File: config.mk
export PLATFORM = sky130hd
export DESIGN_NAME = collisions_ctrl_flat
export DESIGN_NICKNAME = d
export VERILOG_FILES = /design/src/rtl/collisions_pkg.sv /design/src/rtl/collisions_if.sv /design/src/rtl/collisions_rr_arb.sv /design/src/rtl/collisions_ctrl.sv /design/src/flat_wrapper.sv
export SDC_FILE = /design/constraint.sdc
export NUM_CORES = 1
export LEC_CHECK = 0
export ABC_AREA = 1
export CELL_PAD_IN_SITES_DETAIL_PLACEMENT = 0
export CELL_PAD_IN_SITES_GLOBAL_PLACEMENT = 1
export CORE_ASPECT_RATIO = 1.25
export CORE_MARGIN = 1.5
export CORE_UTILIZATION = 35
export CTS_BUF_LIST = sky130_fd_sc_hd__clkbuf_4 sky130_fd_sc_hd__clkbuf_8
export DETAILED_ROUTE_END_ITERATION = 7
export GPL_TIMING_DRIVEN = 0
export PLACE_DENSITY_LB_ADDON = 0.15
export SYNTH_ARGS = -nofsm -noshare
export SYNTH_HDL_FRONTEND = slang
export SYNTH_HIERARCHICAL = 1
export SYNTH_SLANG_ARGS = --single-unit
File: constraint.sdc
create_clock -name clk -period 7.1 [get_ports clk]
set_input_delay 0.71 -clock clk [delete_from_list [all_inputs] [get_ports clk]]
set_output_delay 0.71 -clock clk [all_outputs]
set_load 0.01 [all_outputs]
File: src/rtl/collisions_pkg.sv
// Shared constants, state encoding and payload types for the collision-buffer controller.
package collisions_pkg;

  localparam int unsigned COLL_ADDR_W     = 10;
  localparam int unsigned COLL_DATA_W     = 64;
  localparam int unsigned COLL_WORD_W     = 16;
  localparam int unsigned COLL_LANES      = COLL_DATA_W / COLL_WORD_W;
  localparam int unsigned COLL_LANE_W     = $clog2(COLL_LANES);
  localparam int unsigned COLL_CPU_ADDR_W = COLL_ADDR_W + COLL_LANE_W;
  localparam int unsigned COLL_DEPTH      = 1 << COLL_ADDR_W;

  typedef enum logic [1:0] {
    CLEAR = 2'd0,
    DRAIN = 2'd1,
    IDLE  = 2'd2
  } coll_state_t;

  typedef struct packed {
    logic [COLL_ADDR_W-1:0] addr;
    logic [COLL_DATA_W-1:0] mask;
  } gpu_req_t;

  // Extract one CPU word lane from a buffer row.
  function automatic logic [COLL_WORD_W-1:0] lane_word(input logic [COLL_DATA_W-1:0] row,
                                                       input logic [COLL_LANE_W-1:0] lane);
    return row[32'(lane)*COLL_WORD_W +: COLL_WORD_W];
  endfunction

endpackage

File: src/rtl/collisions_if.sv
// Request/response and BRAM port bundle between GPU/CPU, the controller and the collision BRAM.
interface collisions_if;
  import collisions_pkg::*;

  logic                       frame_start;
  logic                       clear_busy;
  logic                       gpu_req_valid;
  logic                       gpu_req_ready;
  logic [COLL_ADDR_W-1:0]     gpu_req_addr;
  logic [COLL_DATA_W-1:0]     gpu_req_mask;
  logic                       cpu_rd_valid;
  logic                       cpu_rd_ready;
  logic [COLL_CPU_ADDR_W-1:0] cpu_rd_addr;
  logic [COLL_WORD_W-1:0]     cpu_rd_data;
  logic                       cpu_rd_data_valid;
  logic                       bram_cea;
  logic [COLL_ADDR_W-1:0]     bram_ada;
  logic [COLL_DATA_W-1:0]     bram_din;
  logic                       bram_ceb;
  logic [COLL_ADDR_W-1:0]     bram_adb;
  logic                       bram_oce;
  logic [COLL_DATA_W-1:0]     bram_dout;

  modport slave (
    input  frame_start, gpu_req_valid, gpu_req_addr, gpu_req_mask,
           cpu_rd_valid, cpu_rd_addr, bram_dout,
    output clear_busy, gpu_req_ready, cpu_rd_ready, cpu_rd_data, cpu_rd_data_valid,
           bram_cea, bram_ada, bram_din, bram_ceb, bram_adb, bram_oce
  );

  modport master (
    output frame_start, gpu_req_valid, gpu_req_addr, gpu_req_mask,
           cpu_rd_valid, cpu_rd_addr, bram_dout,
    input  clear_busy, gpu_req_ready, cpu_rd_ready, cpu_rd_data, cpu_rd_data_valid,
           bram_cea, bram_ada, bram_din, bram_ceb, bram_adb, bram_oce
  );

endinterface

File: src/rtl/collisions_rr_arb.sv
// Two-requester round-robin arbiter for BRAM port B; the CPU wins the first contested cycle.
module collisions_rr_arb (
  input  logic clk,
  input  logic reset,
  input  logic en,
  input  logic gpu_valid,
  input  logic cpu_valid,
  output logic gpu_grant,
  output logic cpu_grant
);

  logic last_cpu_q, last_cpu_d;

  // Priority only rotates on contested cycles; a lone requester always wins.
  always_comb begin
    gpu_grant  = 1'b0;
    cpu_grant  = 1'b0;
    last_cpu_d = last_cpu_q;
    if (en) begin
      if (gpu_valid && cpu_valid) begin
        cpu_grant  = ~last_cpu_q;
        gpu_grant  = last_cpu_q;
        last_cpu_d = ~last_cpu_q;
      end else begin
        cpu_grant = cpu_valid;
        gpu_grant = gpu_valid;
      end
    end
  end

  always_ff @(posedge clk or posedge reset) begin
    if (reset) last_cpu_q <= 1'b0;
    else       last_cpu_q <= last_cpu_d;
  end

endmodule

File: src/rtl/collisions_ctrl.sv
// Collision-buffer sequencer: clears the BRAM per frame, runs GPU mark read-modify-write
// at one per cycle with write forwarding, and serves CPU word reads over port B.
module collisions_ctrl
  import collisions_pkg::*;
(
  input  logic        clk,
  input  logic        reset,
  collisions_if.slave bus
);

  coll_state_t                state_q, state_d;
  logic [COLL_ADDR_W-1:0]     clear_cnt_q, clear_cnt_d;
  logic                       s1_valid_q, s1_valid_d;
  gpu_req_t                   s1_q, s1_d;
  logic                       fwd_valid_q, fwd_valid_d;
  logic [COLL_ADDR_W-1:0]     fwd_addr_q, fwd_addr_d;
  logic [COLL_DATA_W-1:0]     fwd_data_q, fwd_data_d;
  logic                       rd_pend_q, rd_pend_d;
  logic [COLL_LANE_W-1:0]     lane_q, lane_d;
  logic [COLL_WORD_W-1:0]     rd_data_q, rd_data_d;
  logic                       rd_data_valid_q, rd_data_valid_d;

  logic                       arb_en_c;
  logic                       gpu_grant, cpu_grant;
  logic [COLL_DATA_W-1:0]     base, wr_data;

  assign arb_en_c = ~reset & (state_q == IDLE) & ~bus.frame_start;

  collisions_rr_arb u_arb (
    .clk       (clk),
    .reset     (reset),
    .en        (arb_en_c),
    .gpu_valid (bus.gpu_req_valid),
    .cpu_valid (bus.cpu_rd_valid),
    .gpu_grant (gpu_grant),
    .cpu_grant (cpu_grant)
  );

  // Row read last cycle may be stale if stage 1 wrote that same row last cycle.
  always_comb begin
    base    = (fwd_valid_q && (fwd_addr_q == s1_q.addr)) ? fwd_data_q : bus.bram_dout;
    wr_data = base | s1_q.mask;
  end

  // Port drive: stage-1 write owns port A, otherwise the clear sweep; held idle in reset.
  always_comb begin
    bus.gpu_req_ready     = gpu_grant;
    bus.cpu_rd_ready      = cpu_grant;
    bus.clear_busy        = (state_q != IDLE);
    bus.cpu_rd_data       = rd_data_q;
    bus.cpu_rd_data_valid = rd_data_valid_q;
    bus.bram_oce          = 1'b1;
    bus.bram_ceb          = gpu_grant | cpu_grant;
    bus.bram_adb          = '0;
    bus.bram_cea          = 1'b0;
    bus.bram_ada          = '0;
    bus.bram_din          = '0;
    if (gpu_grant) begin
      bus.bram_adb = bus.gpu_req_addr;
    end else if (cpu_grant) begin
      bus.bram_adb = bus.cpu_rd_addr[COLL_CPU_ADDR_W-1:COLL_LANE_W];
    end
    if (!reset) begin
      if (s1_valid_q) begin
        bus.bram_cea = 1'b1;
        bus.bram_ada = s1_q.addr;
        bus.bram_din = wr_data;
      end else if (state_q == CLEAR) begin
        bus.bram_cea = 1'b1;
        bus.bram_ada = clear_cnt_q;
      end
    end
  end

  always_comb begin
    state_d         = state_q;
    clear_cnt_d     = clear_cnt_q;
    s1_valid_d      = gpu_grant;
    s1_d            = s1_q;
    fwd_valid_d     = s1_valid_q;
    fwd_addr_d      = fwd_addr_q;
    fwd_data_d      = fwd_data_q;
    rd_pend_d       = cpu_grant;
    lane_d          = lane_q;
    rd_data_d       = rd_data_q;
    rd_data_valid_d = rd_pend_q;

    unique case (state_q)
      CLEAR: begin
        if (bus.frame_start) begin
          clear_cnt_d = '0;
        end else if (clear_cnt_q == COLL_ADDR_W'(COLL_DEPTH - 1)) begin
          clear_cnt_d = '0;
          state_d     = IDLE;
        end else begin
          clear_cnt_d = clear_cnt_q + COLL_ADDR_W'(1);
        end
      end
      IDLE: begin
        if (bus.frame_start) state_d = DRAIN;
      end
      DRAIN: begin
        clear_cnt_d = '0;
        state_d     = CLEAR;
      end
      default: state_d = CLEAR;
    endcase

    if (gpu_grant) begin
      s1_d.addr = bus.gpu_req_addr;
      s1_d.mask = bus.gpu_req_mask;
    end
    if (s1_valid_q) begin
      fwd_addr_d = s1_q.addr;
      fwd_data_d = wr_data;
    end
    if (cpu_grant) lane_d = bus.cpu_rd_addr[COLL_LANE_W-1:0];
    if (rd_pend_q) rd_data_d = lane_word(bus.bram_dout, lane_q);
  end

  always_ff @(posedge clk or posedge reset) begin
    if (reset) begin
      state_q         <= CLEAR;
      clear_cnt_q     <= '0;
      s1_valid_q      <= 1'b0;
      s1_q            <= '0;
      fwd_valid_q     <= 1'b0;
      fwd_addr_q      <= '0;
      fwd_data_q      <= '0;
      rd_pend_q       <= 1'b0;
      lane_q          <= '0;
      rd_data_q       <= '0;
      rd_data_valid_q <= 1'b0;
    end else begin
      state_q         <= state_d;
      clear_cnt_q     <= clear_cnt_d;
      s1_valid_q      <= s1_valid_d;
      s1_q            <= s1_d;
      fwd_valid_q     <= fwd_valid_d;
      fwd_addr_q      <= fwd_addr_d;
      fwd_data_q      <= fwd_data_d;
      rd_pend_q       <= rd_pend_d;
      lane_q          <= lane_d;
      rd_data_q       <= rd_data_d;
      rd_data_valid_q <= rd_data_valid_d;
    end
  end

endmodule

File: src/flat_wrapper.sv
// flat-port wrapper written by rule: the top's interface ports become plain ports
module collisions_ctrl_flat import collisions_pkg::*;
  (clk, reset, bus_frame_start, bus_gpu_req_valid, bus_gpu_req_addr, bus_gpu_req_mask, bus_cpu_rd_valid, bus_cpu_rd_addr, bus_bram_dout, bus_clear_busy, bus_gpu_req_ready, bus_cpu_rd_ready, bus_cpu_rd_data, bus_cpu_rd_data_valid, bus_bram_cea, bus_bram_ada, bus_bram_din, bus_bram_ceb, bus_bram_adb, bus_bram_oce);
  collisions_if bus_i ();
  input  logic clk;
  input  logic reset;
  input wire logic [$bits(bus_i.frame_start)-1:0] bus_frame_start;
  input wire logic [$bits(bus_i.gpu_req_valid)-1:0] bus_gpu_req_valid;
  input wire logic [$bits(bus_i.gpu_req_addr)-1:0] bus_gpu_req_addr;
  input wire logic [$bits(bus_i.gpu_req_mask)-1:0] bus_gpu_req_mask;
  input wire logic [$bits(bus_i.cpu_rd_valid)-1:0] bus_cpu_rd_valid;
  input wire logic [$bits(bus_i.cpu_rd_addr)-1:0] bus_cpu_rd_addr;
  input wire logic [$bits(bus_i.bram_dout)-1:0] bus_bram_dout;
  output wire logic [$bits(bus_i.clear_busy)-1:0] bus_clear_busy;
  output wire logic [$bits(bus_i.gpu_req_ready)-1:0] bus_gpu_req_ready;
  output wire logic [$bits(bus_i.cpu_rd_ready)-1:0] bus_cpu_rd_ready;
  output wire logic [$bits(bus_i.cpu_rd_data)-1:0] bus_cpu_rd_data;
  output wire logic [$bits(bus_i.cpu_rd_data_valid)-1:0] bus_cpu_rd_data_valid;
  output wire logic [$bits(bus_i.bram_cea)-1:0] bus_bram_cea;
  output wire logic [$bits(bus_i.bram_ada)-1:0] bus_bram_ada;
  output wire logic [$bits(bus_i.bram_din)-1:0] bus_bram_din;
  output wire logic [$bits(bus_i.bram_ceb)-1:0] bus_bram_ceb;
  output wire logic [$bits(bus_i.bram_adb)-1:0] bus_bram_adb;
  output wire logic [$bits(bus_i.bram_oce)-1:0] bus_bram_oce;
  assign bus_i.frame_start = bus_frame_start;
  assign bus_i.gpu_req_valid = bus_gpu_req_valid;
  assign bus_i.gpu_req_addr = bus_gpu_req_addr;
  assign bus_i.gpu_req_mask = bus_gpu_req_mask;
  assign bus_i.cpu_rd_valid = bus_cpu_rd_valid;
  assign bus_i.cpu_rd_addr = bus_cpu_rd_addr;
  assign bus_i.bram_dout = bus_bram_dout;
  assign bus_clear_busy = bus_i.clear_busy;
  assign bus_gpu_req_ready = bus_i.gpu_req_ready;
  assign bus_cpu_rd_ready = bus_i.cpu_rd_ready;
  assign bus_cpu_rd_data = bus_i.cpu_rd_data;
  assign bus_cpu_rd_data_valid = bus_i.cpu_rd_data_valid;
  assign bus_bram_cea = bus_i.bram_cea;
  assign bus_bram_ada = bus_i.bram_ada;
  assign bus_bram_din = bus_i.bram_din;
  assign bus_bram_ceb = bus_i.bram_ceb;
  assign bus_bram_adb = bus_i.bram_adb;
  assign bus_bram_oce = bus_i.bram_oce;
  collisions_ctrl u_core (.clk(clk), .reset(reset), .bus(bus_i));
endmodule
# Word level (Yosys, flattened, before mapping)
# Index checks and enable logic that the tools add are counted.
# word_totals
ff_bits	183
latch_bits	0
ram_bits	0
mem_bits_ro	0
inputBits	155
n_memories	0
# classes
addsub	1
mul	0
div_mod_pow	0
order_cmp	0
n_eq_ne	8
shifts	1
muxes	22
bitwise_logic	7
reduce_logical	6
# op_table
operator	count
$mux W64	3
$mux W10	7
$or A64 B64 Y64	1
$shiftx A64 B7 Y16	1
$pmux W10 S2	1
$add A10 B1 Y10 const B	1
$eq A10 B10 Y1	1
$eq A10 B10 Y1 const B	1
$ne A2 B2 Y1 const B	4
$mux W1	7
$mux W2	3
$pmux W2 S2	1
$not A1 Y1	3
$reduce_and A3 Y1	1
$and A1 B1 Y1	2
$eq A2 B1 Y1 const B	1
$eq A2 B2 Y1 const B	1
$logic_and A1 B1 Y1	2
$logic_not A2 Y1	1
$reduce_and A2 Y1	1
$reduce_bool A2 Y1	1
$or A1 B1 Y1	1

# Depth between registers and ports, before layout
# Gate-level depths: netlist of the first run.
# logic_depth
depth_word	6
depth_mapped	12
depth_no_buf	11

# By module
# Netlist of the first run, hierarchy kept.
# modules_own_cells
mod	n_inst	cells_each	area_per_inst_um2	seq_area_each_um2
collisions_ctrl	1	1236	9085.0	4554.4
collisions_rr_arb	1	11	68.8	25.0

# Worst setup path before layout of the first run
# Ideal clock, no wire load.
# synth_timing
path_kind	input-to-output
start	input port reset
end	output port bus_bram_adb[0]
t_arrival_ns	2.618
slack_ns	3.772
cell_stages	10
cell_sequence	clkbuf_1 clkbuf_1 nor2_1 nand2_1 a21oi_1 clkbuf_1 buf_2 clkinv_1 nand3_1 nand2_1
# synth_between
elab_cells_between_ends	7
cone_classes	4 x mux; 3 x bitwise
# synth_lines
element	line	text
from (decl)	flat_wrapper.sv:6	input logic reset;
$not A1 Y1	collisions_ctrl.sv:27	assign arb_en_c = ~reset & (state_q == IDLE) & ~bus.frame_start;
$and A1 B1 Y1 (2 in a row)	collisions_ctrl.sv:27	
via u_core.arb_en_c	collisions_ctrl.sv:23	logic arb_en_c;
$mux W1	collisions_rr_arb.sv:19	if (en) begin
via bus_gpu_req_ready	flat_wrapper.sv:15	output wire logic [$bits(bus_i.gpu_req_ready)-1:0] bus_gpu_req_ready;
$mux W10	collisions_ctrl.sv:58	if (gpu_grant) begin
to (decl)	flat_wrapper.sv:23	output wire logic [$bits(bus_i.bram_adb)-1:0] bus_bram_adb;
# The timed path passes the listed nets, and every way through them passes these cells.

# Final worst setup path of the first run
# layout_timing
start	input port reset
end	output port bus_bram_adb[0]
# layout_between
elab_chain_len	6
elab_cells_between_ends	7
cone_classes	4 x mux; 3 x bitwise
# layout_rtl
element	line	text
$not A1 Y1 (*)	collisions_ctrl.sv:27	
$and A1 B1 Y1 (*) (2 in a row)	collisions_ctrl.sv:27	
via u_core.arb_en_c	collisions_ctrl.sv:23	
$mux W1	collisions_rr_arb.sv:19	
$mux W10	collisions_ctrl.sv:60	end else if (cpu_grant) begin
$mux W10 (*)	collisions_ctrl.sv:58	
# The timed path passes the listed nets; every way through them passes the cells marked *.

==> results of run 1 <==
==> layer usage <==
metal / GRT usage [%] / wire length [µm]
met2: 42.1 / 15900
met4: 8.52 / 808
met3: 3.80 / 1760
met1: 31.5 / 14200
met5: 0 / 17
==> synth_stat cells <==
| library cell | instances |
|---|---|
| nand2_1 | 409 |
| xnor2_1 | 1 |
| buf_1 | 2 |
| xor2_1 | 1 |
| o21ai_0 | 122 |
| o21ai_1 | 2 |
| ha_1 | 1 |
| a21boi_1 | 1 |
| buf_6 | 1 |
| o31ai_1 | 1 |
| buf_4 | 7 |
| dfrtp_1 | 183 |
| buf_2 | 15 |
| o211ai_1 | 1 |
| nor2_1 | 155 |
| nand2_2 | 1 |
| or2_2 | 1 |
| inv_2 | 4 |
| a21o_1 | 1 |
| a21oi_1 | 14 |
| buf_8 | 6 |
| nand3_1 | 147 |
| inv_1 | 96 |
| clkbuf_1 | 46 |
| conb_1 | 1 |
| clkinv_1 | 2 |
| a31oi_1 | 16 |
| o22ai_1 | 5 |
| nand4_1 | 4 |
| nor2_2 | 1 |
==> worst paths after layout <==
kind	slack, ps	from	end
max	1640	reset	bus_bram_adb[0]
min	430	reset	u_core/u_arb/last_cpu_q$_DFFE_PP0P_
max reg2reg	3860	u_core/state_q[1]$_DFFE_PP0P_	u_core/s1_q[48]$_DFFE_PP0P_
min reg2reg	490	u_core/fwd_data_q[58]$_DFFE_PP0P_	u_core/fwd_data_q[58]$_DFFE_PP0P_
max in group asynchronous	4430	reset	u_core/fwd_data_q[40]$_DFFE_PP0P_
min in group clk	490	u_core/fwd_data_q[58]$_DFFE_PP0P_	u_core/fwd_data_q[58]$_DFFE_PP0P_
==> logic make-up (layout without fill, tap and decap cells) <==
family | after synthesis | in the layout | synth area share (%)
other | 1 | 1 | 0.0410
and+or+nand+nor | 718 | 718 | 31.6
DFF | 183 | 183 | 50.0
AOI/OAI and AO/OA | 163 | 163 | 9.31
xor gates and xnor gates | 2 | 2 | 0.191
buffers and inverters | 179 | 471 | 8.65
adders and majority gates | 1 | 1 | 0.137
==> registers in the layout, indices dropped and copies added, names as in the netlist <==
name,flops
u_core/u_arb/last_cpu_q,1
u_core/lane_q,2
u_core/bus.cpu_rd_data_valid,1
u_core/fwd_valid_d,1
u_core/state_q,2
u_core/fwd_data_q,64
u_core/fwd_valid_q,1
u_core/rd_data_valid_d,1
u_core/bus.cpu_rd_data,16
u_core/clear_cnt_q,10
u_core/fwd_addr_q,10
u_core/s1_q,74
==> final cells by class <==
class,instances,area (µm²),area share (%)
Buffer,77,409,3.23
Clock buffer,18,241,1.91
Clock inverter,13,194,1.53
Inverter,102,390,3.08
Multi-Input combinational cell,885,3790,29.9
Sequential cell,183,4580,36.2
Tap cell,340,425,3.36
Timing Repair Buffer,261,2630,20.8
==> power by group <==
part	internal (mW)	total, mW	leakage [nW]	switching [mW]
registers	1.07	1.09	1.78	0.0148
logic	0.113	0.225	3.57	0.112
clock network	0.392	0.795	0.217	0.403
total	1.58	2.11	5.56	0.530
==> through the flow <==
step           hold slack [ps]  setup TNS (ps)  util, %  total power, mW  std cells
6_report                   426               0     49.0             2.11       1879
5_1_grt                    410               0     49.0             2.20       1879
3_5_place_dp               466               0     47.3             1.33       1848
3_3_place_gp               462         -451200     47.1             1.33       1847
4_1_cts                    399               0     49.0             2.13       1879
2_1_floorplan              410               0        -             1.19       1247
==> impl_metrics.csv, run 1 <==
group,metric,value,unit
outcome,status,"finished clean",
pwr,vdd_ir_drop_max,107,µV
worst_setup_path,ff2ff_path_depth,9,
yosys,synthesis.area,9150,µm²
placed_design,area_of_placed_instances,12200,µm²
worst_setup_path,worstSetupStartpointType,"primary input",
worst_setup_path,critical_path_peak_fanout,10,
yosys,synth.lib_cells_used.distinct,30,
worst_setup_path,path_delay_family,"buffers and inverters",
cts,cts_repair_resize_count,0,
worst_setup_path,timing.critical_path.mode_cell,"clkbuf_1",
detailed_routing,drt_iter0_markers,503,
yosys,postSynthNetCount,1403,
placed_design,placement.io_buffers,260,
detailed_routing,detailed_router_iteration_count_before_antenna_repair,5,
worst_setup_path,number_of_cells_on_the_critical_path,12,
yosys,sequential_share_of_the_synthesized_area,50.0,%
hold_path,worstHoldPathType,"primary input to asynchronous set/reset pin",
sta,worstMarginPinSlew,1010,ps
placed_design,hpwl,25.1,mm
floorplan,die_area,27100,µm²
worst_setup_path,critical-path-max-stage-delay,720,ps
sta,fmax,183,MHz
grt,grt_max_degree,111,
finish,layout_stage_area_growth_over_the_synthesis_result,38.3,%
sta,final.min_clock_period,5460,ps
finish,layout.cells.most_common,"nand2_1",
floorplan,core_region_area,25800,µm²
detailed_routing,drcViolationCount,0,
sta,timing.final.max_slew_violations,0,
sta,report.final.setup_viol,0,
finish,filler_cell_count,2673,
sta,fin_skew,20.5,ps
sta,finalHoldViolCount,0,
yosys,avgSynthCellArea,7.34,µm²
worst_setup_path,worstPathRequired,6390,ps
cts,cts_root_buffer,"clkbuf_8",
floorplan,dieHeight,184,µm
sta,grt_setup_unrepaired,"false",
grt,grt_pass1_wl,50.9,mm
cts,htree_num_levels,4,
placed_design,finalWeightedCongestion,0.824,
sta,timing.max_slew.rel_slack,32.9,%
worst_setup_path,criticalPathCategory,"primary input to output pin",
detailed_routing,wl_per_cell,17.4,µm
grt,via_count_of_the_first_global_routing_pass,9279,
worst_setup_path,path_cells,"clkdlybuf4s50_1, clkbuf_1, clkbuf_1, nor2_1, nand2_1, a21oi_2, clkbuf_1, buf_2, clkinv_1, nand3_1, nand2_1, clkdlybuf4s50_1",
yosys,synth_area_leader_cell,"dfrtp_1",
finish,mostFrequentLayoutCells,"409 x nand2_1, 260 x clkdlybuf4s50_1, 183 x dfrtp_1",
worst_setup_path,worstPathArrival,4750,ps
floorplan,start_util,35.4,%
finish,post_route_cells_drive_above_1_share,4.55,%
yosys,synth_top_cell_area_share,50.0,%
job,drv.max_cap_violation_count,0,
yosys,post_syn_instances,1247,
grt,overflow,0,
finish,antenna_cells_inserted,0,
cts,post-cts-setup-buffers,0,
cts,path_clk_slew,90,ps
cts,hold_buffers,0,
worst_setup_path,critPathBufInv,7,
worst_setup_path,slowest_stage_cell_cp,"clkbuf_1",
floorplan,floorplan.io_pins,262,
grt,grt_usage,24.6,%
yosys,yosys_register_bits,183,
detailed_routing,final_antenna_net_count,0,
grt,antenna_found_initial,1,
worst_setup_path,endpoint_kind,"output pin",
placed_design,post-place-ws,1420,ps
detailed_routing,route.vias.total,9112,
cts,worst_skew_pair.late_latency,460,ps
pwr,leakagePower,5.56,nW
finish,finalInstanceArea,12700,µm²
finish,design.final.nets,1683,
sta,final.period_utilization,76.9,%
cts,cts_buffer_depth,2,
detailed_routing,via_per_inst,4.85,
cts,cts_sinks,183,
cts,clock_tree_from_tritoncts,"built",
cts,cts_made_buffers,17,
yosys,ys_warn_count,6,
pwr,power_per_unit_of_standard_cell_area,166,nW/µm²
floorplan,horiz_die_dim,148,µm
detailed_routing,drt_wl_total,32.8,mm
yosys,ys_top_cells_by_area,"dfrtp_1 50%, nand2_1 17%, nand3_1 8.0%, o21ai_0 6.7%, nor2_1 6.4%",
sta,postLayoutSetupSlackWorst,1640,ps
floorplan,rows,66,
(Power assumes the default switching activity.)
==> run 2, diff against run 1 <==
==> constraint.sdc (replaced) <==
create_clock -name clk -period 5.15 [get_ports clk]
set_input_delay 0.515 -clock clk [delete_from_list [all_inputs] [get_ports clk]]
set_output_delay 0.515 -clock clk [all_outputs]
set_load 0.01 [all_outputs]
==> run 2 against run 1 <==
Against the previous run:
- sequential power increased by 38%
- routed wire length up 0.18%
- clock power rose by 28%
- hold slack worse by 190 ps
- non-clock buffer count is 4 higher
- critical endpoint is now bus_bram_adb[1]
- register-to-register slack got worse by 1800 ps
- cell count rose by 0.32%
==> impl_metrics.csv, run 2 (same netlist as run 1, synthesis figures left out) <==
group,metric,value,unit
floorplan,rows,66,
detailed_routing,via_per_inst,4.87,
pwr,vdd_ir_drop_max,157,µV
pwr,relative_contribution_of_sequential_cells_to_total_power,52.8,%
cts,cts_buffer_depth,2,
floorplan,die_area,27100,µm²
hold_path,worstHoldPathType,"primary input to asynchronous set/reset pin",
sta,sum_of_negative_setup_slack,0,ps
pwr,power_per_unit_of_standard_cell_area,223,nW/µm²
floorplan,start_util,35.4,%
sta,grt_setup_unrepaired,"false",
finish,post_route_cells_drive_above_1_share,4.92,%
finish,design.final.nets,1687,
sta,finalHoldViolCount,0,
finish,registers.top_by_ff_count,"u_core/s1_q",
grt,grt_max_degree,40,
worst_setup_path,worstPathRequired,4640,ps
detailed_routing,final_antenna_net_count,0,
finish,mostFrequentLayoutCells,"409 x nand2_1, 260 x clkdlybuf4s50_1, 183 x dfrtp_1",
sta,worst_hold_slack,233,ps
worst_setup_path,worstPathArrival,4320,ps
pwr,power_report.internal_total,2.11,mW
grt,overflow,0,
grt,grt_pass1_wl,50.7,mm
grt,grt_usage,24.5,%
placed_design,dp_cells,1852,
worst_setup_path,reg_to_reg_setup_timing_slack,2080,ps
sta,timing.final.max_slew_violations,0,
worst_setup_path,criticalPathCategory,"primary input to output pin",
worst_setup_path,crit_end,"bus_bram_adb[1]",
worst_setup_path,worstSetupStartpointType,"primary input",
worst_setup_path,endpoint_kind,"output pin",
grt,via_count_of_the_first_global_routing_pass,9214,
cts,cts_made_buffers,17,
cts,clock_tree_from_tritoncts,"built",
sta,fin_skew,11.6,ps
sta,worstMarginPinSlew,1060,ps
floorplan,floorplan.io_pins,262,
pwr,switch_share,25.6,%
grt,antenna_found_initial,2,
floorplan,core_region_area,25800,µm²
worst_setup_path,startpoint,"reset",
detailed_routing,drt_wl_total,32.8,mm
sta,final.min_clock_period,4830,ps
cts,worst_skew_pair.late_latency,470,ps
finish,layout.cells.most_common,"nand2_1",
floorplan,dieHeight,184,µm
detailed_routing,route.vias.total,9181,
worst_setup_path,critical_path_peak_fanout,10,
finish,filler_cell_count,2621,
detailed_routing,wl_per_cell,17.4,µm
detailed_routing,detailed_router_iteration_count_before_antenna_repair,7,
worst_setup_path,worstReg2RegEnd,"u_core/s1_q[24]$_DFFE_PP0P_",
sta,fmax,207,MHz
worst_setup_path,ff2ff_path_depth,9,
pwr,pwr-share-clk,36.0,%
sta,final.period_utilization,93.8,%
pwr,leakagePower,5.58,nW
finish,layout_stage_area_growth_over_the_synthesis_result,38.8,%
pwr,combinationalPowerShare,11.2,%
pwr,power.switching,0.727,mW
sta,report.final.setup_viol,0,
cts,hold_buffers,0,
cts,path_clk_slew,90,ps
cts,cts_root_buffer,"clkbuf_8",
floorplan,horiz_die_dim,148,µm
detailed_routing,drt_iter0_markers,548,
cts,cts_sinks,183,
cts,htree_num_levels,4,
outcome,status,"finished clean",
job,drv.max_cap_violation_count,0,
worst_setup_path,worstReg2RegStart,"u_core/state_q[1]$_DFFE_PP0P_",
sta,timing.max_slew.rel_slack,29.5,%
placed_design,hpwl,25.4,mm
detailed_routing,drcViolationCount,0,
placed_design,placement.io_buffers,260,
placed_design,finalWeightedCongestion,0.824,
finish,layoutNonFillerInstCount,1885,
finish,number_of_flip_flops_in_the_largest_register,74,
[run 2: stage by stage]
| step | util, % | setup WS [ps] | area (µm²) | total power [mW] |
|---|---|---|---|---|
| 4_1_cts | 49.1 | 246 | 12700 | 2.88 |
| 3_5_place_dp | 47.5 | -469 | 12300 | 1.84 |
| 3_3_place_gp | 47.1 | -469 | 12200 | 1.83 |
| 6_report | 49.1 | 320 | 12700 | 2.84 |
| 2_1_floorplan | - | 1710 | 9160 | 1.64 |
| 5_1_grt | 49.1 | 90.4 | 12700 | 2.96 |
[run 2: per-layer routing]
metal	vias up	share of wire, %	GRT usage (%)
li1	4526	-	-
met2	293	48	41.1
met4	2	2.1	8.32
met5	-	0.052	0
met3	39	6.9	5.24
met1	4321	42	31.4
[run 2: area by class of cell]
type / instances / area, µm² / share of cell area [%]
multi-input combinational: 885 / 3790 / 29.8
timing repair buffer: 265 / 2700 / 21.3
inverter: 102 / 387 / 3.04
clock buffer: 20 / 269 / 2.12
tap: 340 / 425 / 3.35
buffer: 77 / 410 / 3.23
clock inverter: 12 / 141 / 1.11
antenna: 1 / 2.50 / 0.0197
sequential: 183 / 4580 / 36.0
[run 2: worst min path at each step]
stage	from	endpoint	slack, ps	cells after the start
after floorplan	reset	u_core/u_arb/last_cpu_q$_DFFE_PP0P_	240	1
after global placement	u_core/fwd_data_q[61]$_DFFE_PP0P_	u_core/fwd_data_q[61]$_DFFE_PP0P_	460	2
after detailed placement	u_core/fwd_data_q[18]$_DFFE_PP0P_	u_core/fwd_data_q[18]$_DFFE_PP0P_	470	2
after CTS	reset	u_core/u_arb/last_cpu_q$_DFFE_PP0P_	200	2
after global routing	reset	u_core/u_arb/last_cpu_q$_DFFE_PP0P_	210	2
final	reset	u_core/u_arb/last_cpu_q$_DFFE_PP0P_	230	2
[run 2: worst max-delay path, cell delays in order]
cell,delay [ps]
clkdlybuf4s50_1,430
clkbuf_1,260
clkbuf_1,350
nor2_1,300
nand2_1,100
a21oi_2,590
clkbuf_2,500
buf_2,290
clkinv_1,260
nand3_1,150
nand2_1,60
clkdlybuf4s50_1,470
[run 2: timing repair]
item	CTS	global route
setup endpoints to repair	11	0
resized for setup	2	0
setup buffers	0	0
[run 2: power by group through the flow]
stage          clock (mW)  sequential, mW  combinational, mW
6_report             1.02            1.50              0.317
2_1_floorplan           0            1.52              0.113
3_3_place_gp            0            1.52              0.308
5_1_grt              1.11            1.50              0.349
4_1_cts              1.06            1.50              0.320
3_5_place_dp            0            1.53              0.318
==> run 3, diff against run 2 <==
--- a/config.mk
+++ b/config.mk
@@ -14,6 +14,7 @@
 export CTS_BUF_LIST = sky130_fd_sc_hd__clkbuf_4 sky130_fd_sc_hd__clkbuf_8
 export DETAILED_ROUTE_END_ITERATION = 7
 export GPL_TIMING_DRIVEN = 0
+export HOLD_SLACK_MARGIN = 0.02
 export PLACE_DENSITY_LB_ADDON = 0.15
 export SYNTH_ARGS = -nofsm -noshare
 export SYNTH_HDL_FRONTEND = slang
==> results of run 3 <==
The final DEF is identical to that of run 2; final timing and power are the same.
